`config.mk`:
```
export PLATFORM = sky130hd
export DESIGN_NAME = tdm_demux_16
export DESIGN_NICKNAME = d
export VERILOG_FILES = /design/src/rtl/tdm_demux_16.sv
export SDC_FILE = /design/constraint.sdc
export NUM_CORES = 1
export LEC_CHECK = 0
export BUFFER_PORTS_ARGS = -buffer_cell sky130_fd_sc_hd__buf_2
export CAP_MARGIN = 20
export CORE_MARGIN = 3
export CORE_UTILIZATION = 50
export CTS_BUF_LIST = sky130_fd_sc_hd__clkbuf_16
export DETAILED_ROUTE_END_ITERATION = 6
export GPL_TIMING_DRIVEN = 0
export PLACE_DENSITY_LB_ADDON = 0.12
export SETUP_SLACK_MARGIN = 0.02
export SKIP_LAST_GASP = 1
export SLEW_MARGIN = 25
export SYNTH_ARGS = -nofsm -noshare
export SYNTH_HDL_FRONTEND = slang
export SYNTH_SLANG_ARGS = --single-unit
```
`constraint.sdc`:
```
create_clock -name clk -period 2.85 [get_ports clk]
set_input_delay 0 -clock clk [delete_from_list [all_inputs] [get_ports clk]]
set_output_delay 0 -clock clk [all_outputs]
set_load 0.05 [all_outputs]
```
`src/rtl/tdm_demux_16.sv`:
```
// tdm_demux_16: receive-side TDM demultiplexer, slot-serial beats to an atomically published 16-channel frame.
//   clk         rising-edge clock
//   rst_n       asynchronous active-low reset
//   en          block enable; low freezes all state (pulses still clear)
//   din         DW-bit slot beat
//   din_valid   beat present on din this cycle
//   sync        frame start, qualified by din_valid; marks the beat as slot 0
//   W           published frame, channel i at W[i*DW +: DW]
//   frame_valid one-cycle pulse when W updates
//   slot        index of the next expected slot
//   locked      high while in RUN
//   err         one-cycle pulse on a framing error
//   perr        one-cycle pulse on a parity failure (tied 0 without the parity option)
// Optional feature: define TDM_DEMUX_PARITY_EN for a 17-slot frame whose last
// slot carries even parity (XOR of slots 0..15) that gates publication.
module tdm_demux_16 #(
    parameter int DW = 1
) (
    input  logic              clk,
    input  logic              rst_n,
    input  logic              en,
    input  logic [DW-1:0]     din,
    input  logic              din_valid,
    input  logic              sync,
    output logic [16*DW-1:0]  W,
    output logic              frame_valid,
    output logic [4:0]        slot,
    output logic              locked,
    output logic              err,
    output logic              perr
);
    localparam logic HUNT = 1'b0;
    localparam logic RUN  = 1'b1;
`ifdef TDM_DEMUX_PARITY_EN
    // All 16 channels are buffered; the parity beat only gates publication.
    localparam int         NSH  = 16;
    localparam logic [4:0] LAST = 5'd16;
`else
    // Slot 15 goes straight into W, so only channels 0..14 need buffering.
    localparam int         NSH  = 15;
    localparam logic [4:0] LAST = 5'd15;
`endif
    logic              state;
    logic [NSH*DW-1:0] shadow;
    logic              beat;
    assign beat   = en & din_valid;
    assign locked = (state == RUN);
`ifdef TDM_DEMUX_PARITY_EN
    logic [DW-1:0] par;
    always_comb begin
        par = '0;
        for (int i = 0; i < 16; i++) par ^= shadow[i*DW +: DW];
    end
`else
    assign perr = 1'b0;
`endif
    always_ff @(posedge clk or negedge rst_n) begin
        if (!rst_n) begin
            state       <= HUNT;
            slot        <= '0;
            W           <= '0;
            shadow      <= '0;
            frame_valid <= 1'b0;
            err         <= 1'b0;
`ifdef TDM_DEMUX_PARITY_EN
            perr        <= 1'b0;
`endif
        end else begin
            frame_valid <= 1'b0;
            err         <= 1'b0;
`ifdef TDM_DEMUX_PARITY_EN
            perr        <= 1'b0;
`endif
            if (beat) begin
                if (state == HUNT) begin
                    if (sync) begin
                        shadow[DW-1:0] <= din;
                        slot           <= 5'd1;
                        state          <= RUN;
                    end
                end else if (sync) begin
                    // A sync anywhere but slot 0 is a short frame; the partial frame is dropped.
                    err            <= (slot != 5'd0);
                    shadow[DW-1:0] <= din;
                    slot           <= 5'd1;
                end else if (slot == 5'd0) begin
                    err   <= 1'b1;
                    state <= HUNT;
                end else if (slot == LAST) begin
`ifdef TDM_DEMUX_PARITY_EN
                    if (din == par) begin
                        W           <= shadow;
                        frame_valid <= 1'b1;
                    end else begin
                        perr <= 1'b1;
                    end
`else
                    W           <= {din, shadow};
                    frame_valid <= 1'b1;
`endif
                    slot <= 5'd0;
                end else begin
                    shadow[slot*DW +: DW] <= din;
                    slot                  <= slot + 5'd1;
                end
            end
        end
    end
endmodule

```
# [Word-level counts from Yosys, hierarchy flattened]
# Index checks and enable logic that the tools add are counted.
# Widths: inputs -> output; s select.
[word_totals] reg_bits=39 input_bits=6 out_inout_bits=25 wordCells=49
[op_classes] addsub=2 n_eq_ne=3 shifts=2 mux=24 bitwise_logic=4 n_reduce_logical=7
[ops] operator="$neg 5->34" n=1
[ops] operator="$shift 1x34->15 const A" n=1
[ops] operator="$shiftx 1x34->15" n=1
[ops] operator="$mux 5" n=5
[ops] operator="$mux 1" n=18
[ops] operator="$bwmux 15" n=1
[ops] operator="$reduce_and 5->1" n=2
[ops] operator="$add 5x1->5 const B" n=1
[ops] operator="$eq 5x4->1 const B" n=1
[ops] operator="$logic_not 5->1" n=1
[ops] operator="$reduce_bool 5->1" n=1
[ops] operator="$ne 2x2->1 const B" n=2
[ops] operator="$reduce_and 4->1" n=1
[ops] operator="$not 1->1" n=3
[ops] operator="$reduce_and 3->1" n=1
[ops] operator="$reduce_bool 2->1" n=1
[ops] operator="$and 1x1->1" n=1

# [Depth between registers and ports, before layout]
[depth] ltp_word=7 ltp_mapped=11 mapped_depth_nobuf=9

# [Worst setup path after synthesis]
# No wires, ideal clock.
[synth_path] kind="reg-to-reg" start="reg slot[0]" end="reg W[0]" setup_time_ns=0.125 t_arrival_ns=2.731 required_time_ns=2.725 setup_slack_ns=-0.006 path_stages_with_launch=12 n_path_buf=2 synth_period_minus_slack_ns=2.856 cell_sequence="dfrtp_1 > buf_4 > inv_2 > ha_1 > nor3b_1 > ha_1 > inv_1 > ha_1 > nand2_1 > nor2_2 > buf_2 > mux2_2"
[synth_between] elab_chain_cells=3 word_cells_on_any_way=4 cone_classes="eq/ne: 1; bitwise: 1; reduce/logical: 2"
[synth_lines] element="from (decl)" line_no="27" rtl="output logic [4:0] slot,"
[synth_lines] element="from (signal assigned)" line_no="104" rtl="slot <= slot + 5'd1;"
[synth_lines] element="$logic_not 5->1" line_no="86" rtl="end else if (slot == 5'd0) begin"
[synth_lines] element="$not 1->1 (no line)"
[synth_lines] element="$reduce_and 5->1 (no line) *"
[synth_lines] element="to (signal assigned)" line_no="98" rtl="W <= {din, shadow};"
[synth_lines] element="to (decl)" line_no="25" rtl="output logic [16*DW-1:0] W,"
# Mark *: on every way between the ends. The rest lies on a longest branch, timed or not.
# A chain may end at the register's enable or synchronous reset.

# [Worst setup path in the final report]
[layout_path] start="reg slot[0]" end="reg W[8]"
# The elaborated chain is that of the path after synthesis.

==> flow_summary.json <==
{
  "synthesis.instances": 165,
  "synth_async_sr_flop_share_pct": 100,
  "cts_made_buffers": 5,
  "final.setup_skew_ps": 2.94,
  "drt-total-wl_um": 4090,
  "htreeDepth": 2,
  "num_vias": 1435,
  "yosys_register_bits": 39,
  "overflow": 0,
  "clock_sinks": 39,
  "die_x_um": 69.3,
  "first_iter_violations": 59,
  "synth_edf_count": 0,
  "start_util_pct": 53.1,
  "r2r_cells": 11,
  "grt_pass1_vias": 1437,
  "grtUsageTotal_pct": 17.1,
  "placed_area_um2": 2200,
  "grt_max_degree": 40,
  "design_area_um2": 2410,
  "path_clk_slew_ps": 60,
  "avgSynthCellArea_um2": 12.1,
  "cap_violations": 0,
  "finalSetupViolCount": 0,
  "drc": 0,
  "slew_viol_final": 0,
  "synth.net_count": 176,
  "cts_tree": "done",
  "arrival_ps": 2810,
  "grt_pass1_wl_um": 6570,
  "ys_dominant_reg_cell": "dfrtp_1",
  "min_to": "frame_valid",
  "ir_drop_mv": 0.586,
  "drt-pass1-iter-count": 4,
  "syn_area_um2": 2000,
  "period_share_pct": 92.8,
  "timing.rr.start": "slot[0]",
  "die-area_um2": 4800,
  "r2r_slack_ps": 210,
  "worstMarginPinSlew_ps": 848,
  "ys_types": 50,
  "layout.nets": 215,
  "seq_area_frac_synth_pct": 48.8,
  "finalWorstPathRequiredPeriod_ps": 2640,
  "pre_cts_slack_ps": -130,
  "vias_per_cell": 5.67,
  "p_leak_nw": 1.16,
  "die_h_um": 69.3,
  "cp_data_required_time_ps": 3010,
  "drive_gt1_share_pct": 39.5,
  "status": "complete, no violations",
  "p_per_area_nw_per_um2": 816,
  "yosysWarnings": 0,
  "hold_path_depth": 3,
  "clkLatencyLatePin_ps": 280,
  "drtAntennaViolNets": 0,
  "critPathKind": "register to register",
  "layout_common_cells": "dfrtp_1 (38), buf_2 (30), mux2_2 (19)",
  "io_pins": 31,
  "max-slew-margin-rel_pct": 43.5,
  "gp_congestion": 0.905,
  "cp_max_fo": 10,
  "r2r-end": "W[8]",
  "coreArea_um2": 3770,
  "max_freq_ghz": 0.378,
  "hold_viol": 0,
  "detail_route.wl_per_cell_um": 16.1,
  "n_antenna_cell": 0,
  "fp-row-count": 22,
  "clockBufferDepth": 2,
  "start_kind": "register",
  "end_kind": "register",
  "hp-start": "en",
  "dp_hpwl_um": 2810,
  "root_buffer": "clkbuf_16",
  "rsz0062_at_grt": "false",
  "antenna_found_initial": 0,
  "portBuffers": 28,
  "area_growth_pct": 20.6,
  "min_path_type": "input port to register",
  "final_common_cell": "dfrtp_1",
  "finalWorstSetupSlack_ps": 206
}
==> where the power goes <==
part | internal, mW | total (mW) | leakage, nW | switching, mW
Clock | 0.322 | 0.538 | 0.0658 | 0.216
Combinational | 0.272 | 0.799 | 0.560 | 0.527
Sequential | 0.601 | 0.633 | 0.534 | 0.0323
Total | 1.19 | 1.97 | 1.16 | 0.775
==> logic make-up (layout without fill, tap and decap cells) <==
kind of cell             Yosys count  after routing  share of synthesized area, %
AND/OR/NAND/NOR                   48             48                          16.4
flip-flops                        39             39                          48.8
multiplexers                      30             30                          16.8
AO/OA/AOI/OAI                     24             24                          9.07
buffers and inverters             15             55                          3.94
adder cells (fa/ha/maj)            5              5                          3.13
XOR/XNOR                           3              3                          1.69
other                              1              1                         0.187
==> registers in the layout, indices dropped and copies added (netlist names) <==
signal and flops:
err 1, shadow 15, slot 5, locked 1, W 16, frame_valid 1
==> Yosys cell counts (2+ instances only) <==
cell      instances  area (um^2)
nor2_1            4         15.0
mux2_1           10          113
a21oi_1           4         20.0
nand4_1           3         18.8
ha_1              5         62.6
and2_1            2         12.5
buf_2             3         15.0
inv_1             5         18.8
nor4_1            2         12.5
mux2_2           19          214
o41ai_1           2         17.5
nor3_1            8         40.0
a31oi_1           2         12.5
o21ai_0           6         30.0
clkbuf_1          2         7.51
nand2_1           4         15.0
nor3_2            2         20.0
nor3b_1           5         37.5
dfrtp_1          39          976
buf_4             3         22.5
o31ai_1           3         22.5
nand3_1           4         20.0
==> area by class of cell <==
class	instances	area, um^2
Timing Repair Buffer	32	178
Clock inverter	3	20.0
Sequential cell	39	977
Tap cell	48	60.1
Inverter	6	22.5
Clock buffer	5	125
Fill cell	279	1360
Buffer	9	58.8
Multi-Input combinational cell	111	972
==> worst max path at each step <==
stage | cells past startpoint | startpoint | to | slack (ps)
final | 11 | slot[0] | W[8] | 210
after global routing | 10 | slot[0] | shadow[3] | 10
after CTS | 9 | slot[0] | shadow[13] | 50
after detailed placement | 11 | slot[0] | W[8] | -130
after global placement | 11 | slot[0] | W[7] | -20
after floorplan | 11 | slot[1] | W[0] | 20
==> metrics by stage <==
stage	utilization (%)	power, mW	hold slack (ps)	std cells	TNS (ps)
2_1_floorplan	-	1.22	-296	165	0
3_3_place_gp	58.4	1.36	139	241	-216
3_5_place_dp	58.4	1.38	160	241	-1210
4_1_cts	63.2	1.94	30.5	252	0
5_1_grt	64.0	2.08	44.4	253	0
6_report	64.0	1.97	53.5	253	0
==> worst max-delay path: stages (launching register included) <==
cell     delay, ps
dfrtp_2        410
buf_4          180
inv_2          140
ha_2           260
nor3b_1        220
ha_2           320
inv_1          120
ha_1           190
nand2_1        100
nor2_4          80
buf_4          210
mux2_2         280
==> per-layer routing <==
layer	global-route usage, %	share of wire [%]
met5	0	0
met3	5.36	5.5
met1	22.9	46
met4	6.94	2.0
met2	25.7	46
==> timing repair <==
action	in CTS	in global routing
endpoints found under the hold margin	40	0
buffers inserted	0	1
resized for setup	2	5
endpoints found under the setup margin	10	20
pin swaps	0	1
hold buffers	3	0
(Power assumes the default switching activity.)
